<file path="config.mk">
export PLATFORM = sky130hd
export DESIGN_NAME = ssd_scan_ctrl
export DESIGN_NICKNAME = d
export VERILOG_FILES = /design/src/rtl/ssd_scan_ctrl.sv
export SDC_FILE = /design/constraint.sdc
export NUM_CORES = 1
export LEC_CHECK = 0
export CAP_MARGIN = 20
export CORE_MARGIN = 3
export CORE_UTILIZATION = 58
export CTS_BUF_LIST = sky130_fd_sc_hd__clkbuf_8
export DETAILED_ROUTE_END_ITERATION = 6
export PLACE_DENSITY = 0.83
export SLEW_MARGIN = 20
export SYNTH_ARGS = -nofsm -noshare
export SYNTH_HDL_FRONTEND = slang
export SYNTH_SLANG_ARGS = --single-unit
</file>
<file path="constraint.sdc">
create_clock -name clk -period 4.4 [get_ports clk]
set_input_delay 0.88 -clock clk [delete_from_list [all_inputs] [get_ports clk]]
set_output_delay 0.88 -clock clk [all_outputs]
set_load 0.05 [all_outputs]
</file>
<file path="src/rtl/ssd_scan_ctrl.sv">
// Multiplexed seven-segment scan controller with PWM dimming, leading-zero blanking and tear-free buffer updates.
// Latency: seg/dp/an are registered one clk after the slot, brightness, blanking or buffer change that drives them.
// Backpressure: none; load is a fire-and-forget strobe and the pending buffer simply holds the most recent capture.
//
// Ports:
//   clk, rst        clock, asynchronous active-high reset
//   digits_in       hex nibbles, nibble i drives digit i (digit 0 rightmost)
//   dp_in           decimal-point request per digit
//   load            one-cycle strobe capturing digits_in/dp_in into the pending buffer
//   blank_lz        leading-zero blanking enable
//   brightness      PWM duty (0 = dark)
//   seg, dp, an     registered segment, decimal point and digit-enable drives (polarity per ACTIVE_LOW)
//   frame_tick      high in the cycle the slot index wraps from the last digit back to digit 0
// Optional feature macro: SSD_BLINK_EN adds blink_mask and a blink phase toggling every 64 frames.

module ssd_scan_ctrl #(
    parameter int NUM_DIGITS     = 8,
    parameter int REFRESH_CYCLES = 100000,
    parameter int BRIGHT_BITS    = 4,
    parameter int ACTIVE_LOW     = 1
) (
    input  logic                      clk,
    input  logic                      rst,
    input  logic [4*NUM_DIGITS-1:0]   digits_in,
    input  logic [NUM_DIGITS-1:0]     dp_in,
    input  logic                      load,
    input  logic                      blank_lz,
    input  logic [BRIGHT_BITS-1:0]    brightness,
`ifdef SSD_BLINK_EN
    input  logic [NUM_DIGITS-1:0]     blink_mask,
`endif
    output logic [6:0]                seg,
    output logic                      dp,
    output logic [NUM_DIGITS-1:0]     an,
    output logic                      frame_tick
);

    localparam int SW = $clog2(NUM_DIGITS);
    localparam int TW = $clog2(REFRESH_CYCLES);
    localparam logic [SW-1:0] SLOT_LAST = SW'(NUM_DIGITS - 1);
    localparam logic [TW-1:0] TMR_LAST  = TW'(REFRESH_CYCLES - 1);
    localparam logic          POL       = (ACTIVE_LOW != 0);

    // Inactive output levels, also the reset values.
    localparam logic [6:0]            SEG_OFF = {7{POL}};
    localparam logic [NUM_DIGITS-1:0] AN_OFF  = {NUM_DIGITS{POL}};

    logic [SW-1:0]           slot_q, slot_d;
    logic [TW-1:0]           tmr_q, tmr_d;
    logic [BRIGHT_BITS-1:0]  pwm_q, pwm_d;
    logic [4*NUM_DIGITS-1:0] pend_dig_q, pend_dig_d;
    logic [NUM_DIGITS-1:0]   pend_dp_q, pend_dp_d;
    logic [4*NUM_DIGITS-1:0] act_dig_q, act_dig_d;
    logic [NUM_DIGITS-1:0]   act_dp_q, act_dp_d;
    logic [6:0]              seg_q, seg_d;
    logic                    dp_q, dp_d;
    logic [NUM_DIGITS-1:0]   an_q, an_d;

    logic                    tmr_wrap;
    logic                    frame_wrap;
    logic [3:0]              nib;
    logic [NUM_DIGITS-1:0]   zero_from;   // bit i: digits i..NUM_DIGITS-1 are all zero
    logic                    blank;
    logic                    dark;
    logic [6:0]              seg_on;
    logic                    dp_on;
    logic [NUM_DIGITS-1:0]   an_on;

    // Active-high glyphs {g,f,e,d,c,b,a}; b and d are the lowercase forms.
    function automatic logic [6:0] hex_glyph(input logic [3:0] n);
        case (n)
            4'h0:    hex_glyph = 7'b0111111;
            4'h1:    hex_glyph = 7'b0000110;
            4'h2:    hex_glyph = 7'b1011011;
            4'h3:    hex_glyph = 7'b1001111;
            4'h4:    hex_glyph = 7'b1100110;
            4'h5:    hex_glyph = 7'b1101101;
            4'h6:    hex_glyph = 7'b1111101;
            4'h7:    hex_glyph = 7'b0000111;
            4'h8:    hex_glyph = 7'b1111111;
            4'h9:    hex_glyph = 7'b1101111;
            4'hA:    hex_glyph = 7'b1110111;
            4'hB:    hex_glyph = 7'b1111100;
            4'hC:    hex_glyph = 7'b0111001;
            4'hD:    hex_glyph = 7'b1011110;
            4'hE:    hex_glyph = 7'b1111001;
            default: hex_glyph = 7'b1110001;
        endcase
    endfunction

`ifdef SSD_BLINK_EN
    logic [5:0] blink_cnt_q, blink_cnt_d;
    logic       blink_ph_q, blink_ph_d;

    always_comb begin
        blink_cnt_d = blink_cnt_q;
        blink_ph_d  = blink_ph_q;
        if (frame_wrap) begin
            blink_cnt_d = blink_cnt_q + 6'd1;
            // Phase flips on every 64th frame wrap.
            if (blink_cnt_q == 6'd63) begin
                blink_ph_d = ~blink_ph_q;
            end
        end
    end

    always_ff @(posedge clk or posedge rst) begin
        if (rst) begin
            blink_cnt_q <= '0;
            blink_ph_q  <= 1'b0;
        end else begin
            blink_cnt_q <= blink_cnt_d;
            blink_ph_q  <= blink_ph_d;
        end
    end

    assign dark = blink_ph_q & blink_mask[slot_q];
`else
    assign dark = 1'b0;
`endif

    // Scan timing and buffers.
    always_comb begin
        tmr_wrap   = (tmr_q == TMR_LAST);
        frame_wrap = tmr_wrap && (slot_q == SLOT_LAST);

        tmr_d  = tmr_wrap ? '0 : tmr_q + 1'b1;
        slot_d = slot_q;
        if (tmr_wrap) begin
            slot_d = (slot_q == SLOT_LAST) ? '0 : slot_q + 1'b1;
        end
        pwm_d = pwm_q + 1'b1;

        pend_dig_d = load ? digits_in : pend_dig_q;
        pend_dp_d  = load ? dp_in     : pend_dp_q;

        // Taking the transfer from the pending next-state lets a load that
        // coincides with the frame wrap go straight to the active buffer.
        act_dig_d = frame_wrap ? pend_dig_d : act_dig_q;
        act_dp_d  = frame_wrap ? pend_dp_d  : act_dp_q;
    end

    // Decode of the currently scanned digit.
    always_comb begin
        logic acc;
        nib = act_dig_q[{slot_q, 2'b00} +: 4];

        acc       = 1'b1;
        zero_from = '0;
        for (int i = NUM_DIGITS - 1; i >= 0; i--) begin
            acc          = acc && (act_dig_q[4*i +: 4] == 4'h0);
            zero_from[i] = acc;
        end
        blank = blank_lz && (slot_q != '0) && zero_from[slot_q];

        seg_on = blank ? 7'b0000000 : hex_glyph(nib);
        dp_on  = act_dp_q[slot_q];

        an_on         = '0;
        an_on[slot_q] = (pwm_q < brightness);

        if (dark) begin
            seg_on = '0;
            dp_on  = 1'b0;
            an_on  = '0;
        end

        seg_d = seg_on ^ SEG_OFF;
        dp_d  = dp_on  ^ POL;
        an_d  = an_on  ^ AN_OFF;
    end

    always_ff @(posedge clk or posedge rst) begin
        if (rst) begin
            slot_q     <= '0;
            tmr_q      <= '0;
            pwm_q      <= '0;
            pend_dig_q <= '0;
            pend_dp_q  <= '0;
            act_dig_q  <= '0;
            act_dp_q   <= '0;
            seg_q      <= SEG_OFF;
            dp_q       <= POL;
            an_q       <= AN_OFF;
        end else begin
            slot_q     <= slot_d;
            tmr_q      <= tmr_d;
            pwm_q      <= pwm_d;
            pend_dig_q <= pend_dig_d;
            pend_dp_q  <= pend_dp_d;
            act_dig_q  <= act_dig_d;
            act_dp_q   <= act_dp_d;
            seg_q      <= seg_d;
            dp_q       <= dp_d;
            an_q       <= an_d;
        end
    end

    assign seg        = seg_q;
    assign dp         = dp_q;
    assign an         = an_q;
    assign frame_tick = frame_wrap;

endmodule
</file>
==> flow_metrics.py <==
metrics = {
    "sta": {
        "tns_ps": 0,
        "maxSlewHeadroom": 0.385,
        "rsz0062_at_grt": "no",
        "hold_viol": 0,
        "period_needed_ps": 3260,
        "clock.fmax_mhz": 306,
        "tightest_slew_ps": 923,
        "skew_ps": 12.6,
        "period_share": 0.742,
        "slew_viol_final": 0,
        "report.final.setup_viol": 0,
    },
    "clock_tree": {
        "cts_sinks": 120,
        "cts_tree": "built",
        "htreeDepth": 4,
        "clk_path_buf_depth": 2,
        "clkTransAtPathRegs_ps": 80,
        "cts_hold_buf": 0,
        "post-cts-setup-buffers": 0,
        "cts_buffers": 17,
        "cts_resized": 0,
        "clk_latency_ps": 430,
        "cts-root-buf": "clkbuf_8",
    },
    "detailed_routing": {
        "routed_wl_um": 11000,
        "vias": 3471,
        "drc": 0,
        "final_antenna_net_count": 0,
        "drt_iter0_drc": 180,
        "vias_per_cell": 5.78,
        "drtPass1Iterations": 5,
        "wire_per_inst_um": 18.2,
    },
    "worst_setup_path": {
        "worstSetupPathType": "reg -> out",
        "r2r_slack_ps": 1200,
        "crit_path_start_kind": "register",
        "critPathArrivalTime_ps": 2380,
        "crit_fanout": 16,
        "worstPathRequired_ps": 3520,
        "crit_path_end_kind": "output pin",
    },
    "floorplan": {
        "core_area_um2": 8850,
        "ios": 65,
        "die_height_um": 102,
        "die_w_um": 102,
        "dieArea_um2": 10500,
        "initial_core_util": 0.608,
        "num_rows": 34,
    },
    "logic_synthesis": {
        "ys_seq_area_frac": 0.562,
        "netlist_area_um2": 5380,
        "synth_warnings": 0,
        "synth_ff_type": "dfrtp_1",
        "ys_types": 57,
        "synth_edf_count": 0,
        "yosysTopAreaCellShare": 0.484,
        "synth-seq-cells": 120,
        "syn_inst": 411,
        "yosys.area.top_type": "dfrtp_1",
        "syn_area_per_cell_um2": 13.1,
        "post-synth-top-count-cell": "dfrtp_1",
        "async_reset_ff_frac": 1.00,
        "synth_area_leaders": "dfrtp_1, mux2_2, dfstp_2",
        "yosys-top-cells-count": "dfrtp_1, mux2_2, nand2_1, nand3_1, nor2_1",
        "mappedNetlistNets": 473,
    },
    "status": {
        "status": "completed",
    },
    "place": {
        "hpwlAfterDp_um": 7610,
        "dpl_cell_area_um2": 6100,
        "place.gp.congestion": 0.876,
        "port_buffers": 64,
    },
    "global_route": {
        "groute.usage.overall": 0.231,
        "grt_pass1_vias": 3614,
        "grt_pass1_wl_um": 18300,
        "grt_max_degree": 63,
        "antenna_found_initial": 0,
        "gr-total-overflow": 0,
    },
    "power": {
        "p_seq_frac": 0.497,
        "total_power_mw": 2.41,
        "p_sw_uw": 589,
        "pwr-share-clk": 0.412,
        "power.leakage_nw": 2.85,
        "p_comb_frac": 0.091,
        "irDropWorstVdd_mv": 0.317,
        "power_density_nw_per_um2": 371,
        "netSwitchingFraction": 0.245,
        "p_int_mw": 1.82,
    },
    "layout": {
        "final_net_count": 542,
        "drive_above_1_share": 0.278,
        "synthToLayoutAreaGrowth_pct": 20.9,
        "antenna_cells": 0,
        "stdcell_area_um2": 6500,
        "num-fill-cells": 594,
    },
    "min_path": {
        "hold_path.class": "reg -> reg",
    },
    "run": {
        "cap_violations": 0,
    },
}
## flip-flops by register name, summed over array words and instances (netlist names)
name	cells
slot_q	3
pend_dig_q	32
tmr_q	17
seg	7
dp	1
an	8
act_dig_q	32
pwm_q	4
act_dp_q	8
pend_dp_q	8
## per-stage QoR
stage / instances / util / hold slack, ps / worst slack, ps
after CTS: 601 / 0.735 / 483 / 1090
after detailed placement: 569 / 0.689 / 471 / 1270
after global routing: 601 / 0.735 / 503 / 951
after floorplan: 411 / - / 435 / 361
after global placement: 569 / 0.689 / 458 / 1450
final: 601 / 0.735 / 485 / 1140
## power by group through the flow
| stage | clock network, mW | registers (mW) | logic (mW) |
|---|---|---|---|
| 2_1_floorplan | 0 | 1.23 | 0.114 |
| 3_3_place_gp | 0 | 1.21 | 0.212 |
| 3_5_place_dp | 0 | 1.22 | 0.221 |
| 4_1_cts | 1.01 | 1.20 | 0.223 |
| 5_1_grt | 1.07 | 1.20 | 0.240 |
| 6_report | 0.992 | 1.20 | 0.219 |
## layout make-up
| class | instances | area (um^2) | area share |
|---|---|---|---|
| sequential | 120 | 3020 | 0.465 |
| clock buffer | 19 | 262 | 0.0402 |
| inverter | 12 | 47.5 | 0.00731 |
| clock inverter | 13 | 145 | 0.0223 |
| multi-input combinational | 262 | 2220 | 0.342 |
| timing repair buffer | 67 | 668 | 0.103 |
| tap | 108 | 135 | 0.0208 |
## cell usage in the layout, fill, tap and decap left out, types with 4 or more instances in the layout
cell type / count
o211ai_1: 4
mux2i_1: 8
nor4_1: 9
clkbuf_8: 19
nand2_1: 23
clkdlybuf4s50_1: 62
dfstp_2: 16
nand3_1: 18
mux2_2: 74
o21ai_0: 5
ha_1: 14
mux2_1: 9
nand3b_1: 5
xor2_1: 8
dfrtp_1: 104
nor2_1: 18
xnor2_1: 9
inv_1: 10
and3_1: 5
## worst max-delay path: stages (launching register included)
cell	delay, ps
dfrtp_1	400
ha_1	240
and4_1	230
and2_1	140
and4_1	520
nand2_1	160
inv_1	80
buf_4	190
## layer usage
metal  part of all wire  wire (um)  GRT usage  up-vias
met3              0.049        537     0.0655       13
met1               0.43       4680      0.294     1745
met4              0.012        137     0.0646        0
met5                  0          0          0        -
met2               0.51       5610      0.388       91
li1                   -          -          -     1622
## kinds of logic after synthesis
kind of cell | share of synthesized area
AOI/OAI and AO/OA | 0.0639
xor gates and xnor gates | 0.0277
and+or+nand+nor | 0.0958
muxes | 0.193
adders and majority gates | 0.0326
buffers and inverters | 0.0249
DFF | 0.562
## path summary, 6_finish.rpt
check,end,cells past startpoint,startpoint
max in group asynchronous,seg[5],3,rst
min in group asynchronous,pend_dig_q[7],2,rst
worst min-delay path,pwm_q[0],1,pwm_q[0]
worst min register to register,pwm_q[0],1,pwm_q[0]
worst max-delay path,frame_tick,7,tmr_q[0]
worst max register to register,seg[3],7,slot_q[1]
Power figures use the tool's default switching activity.
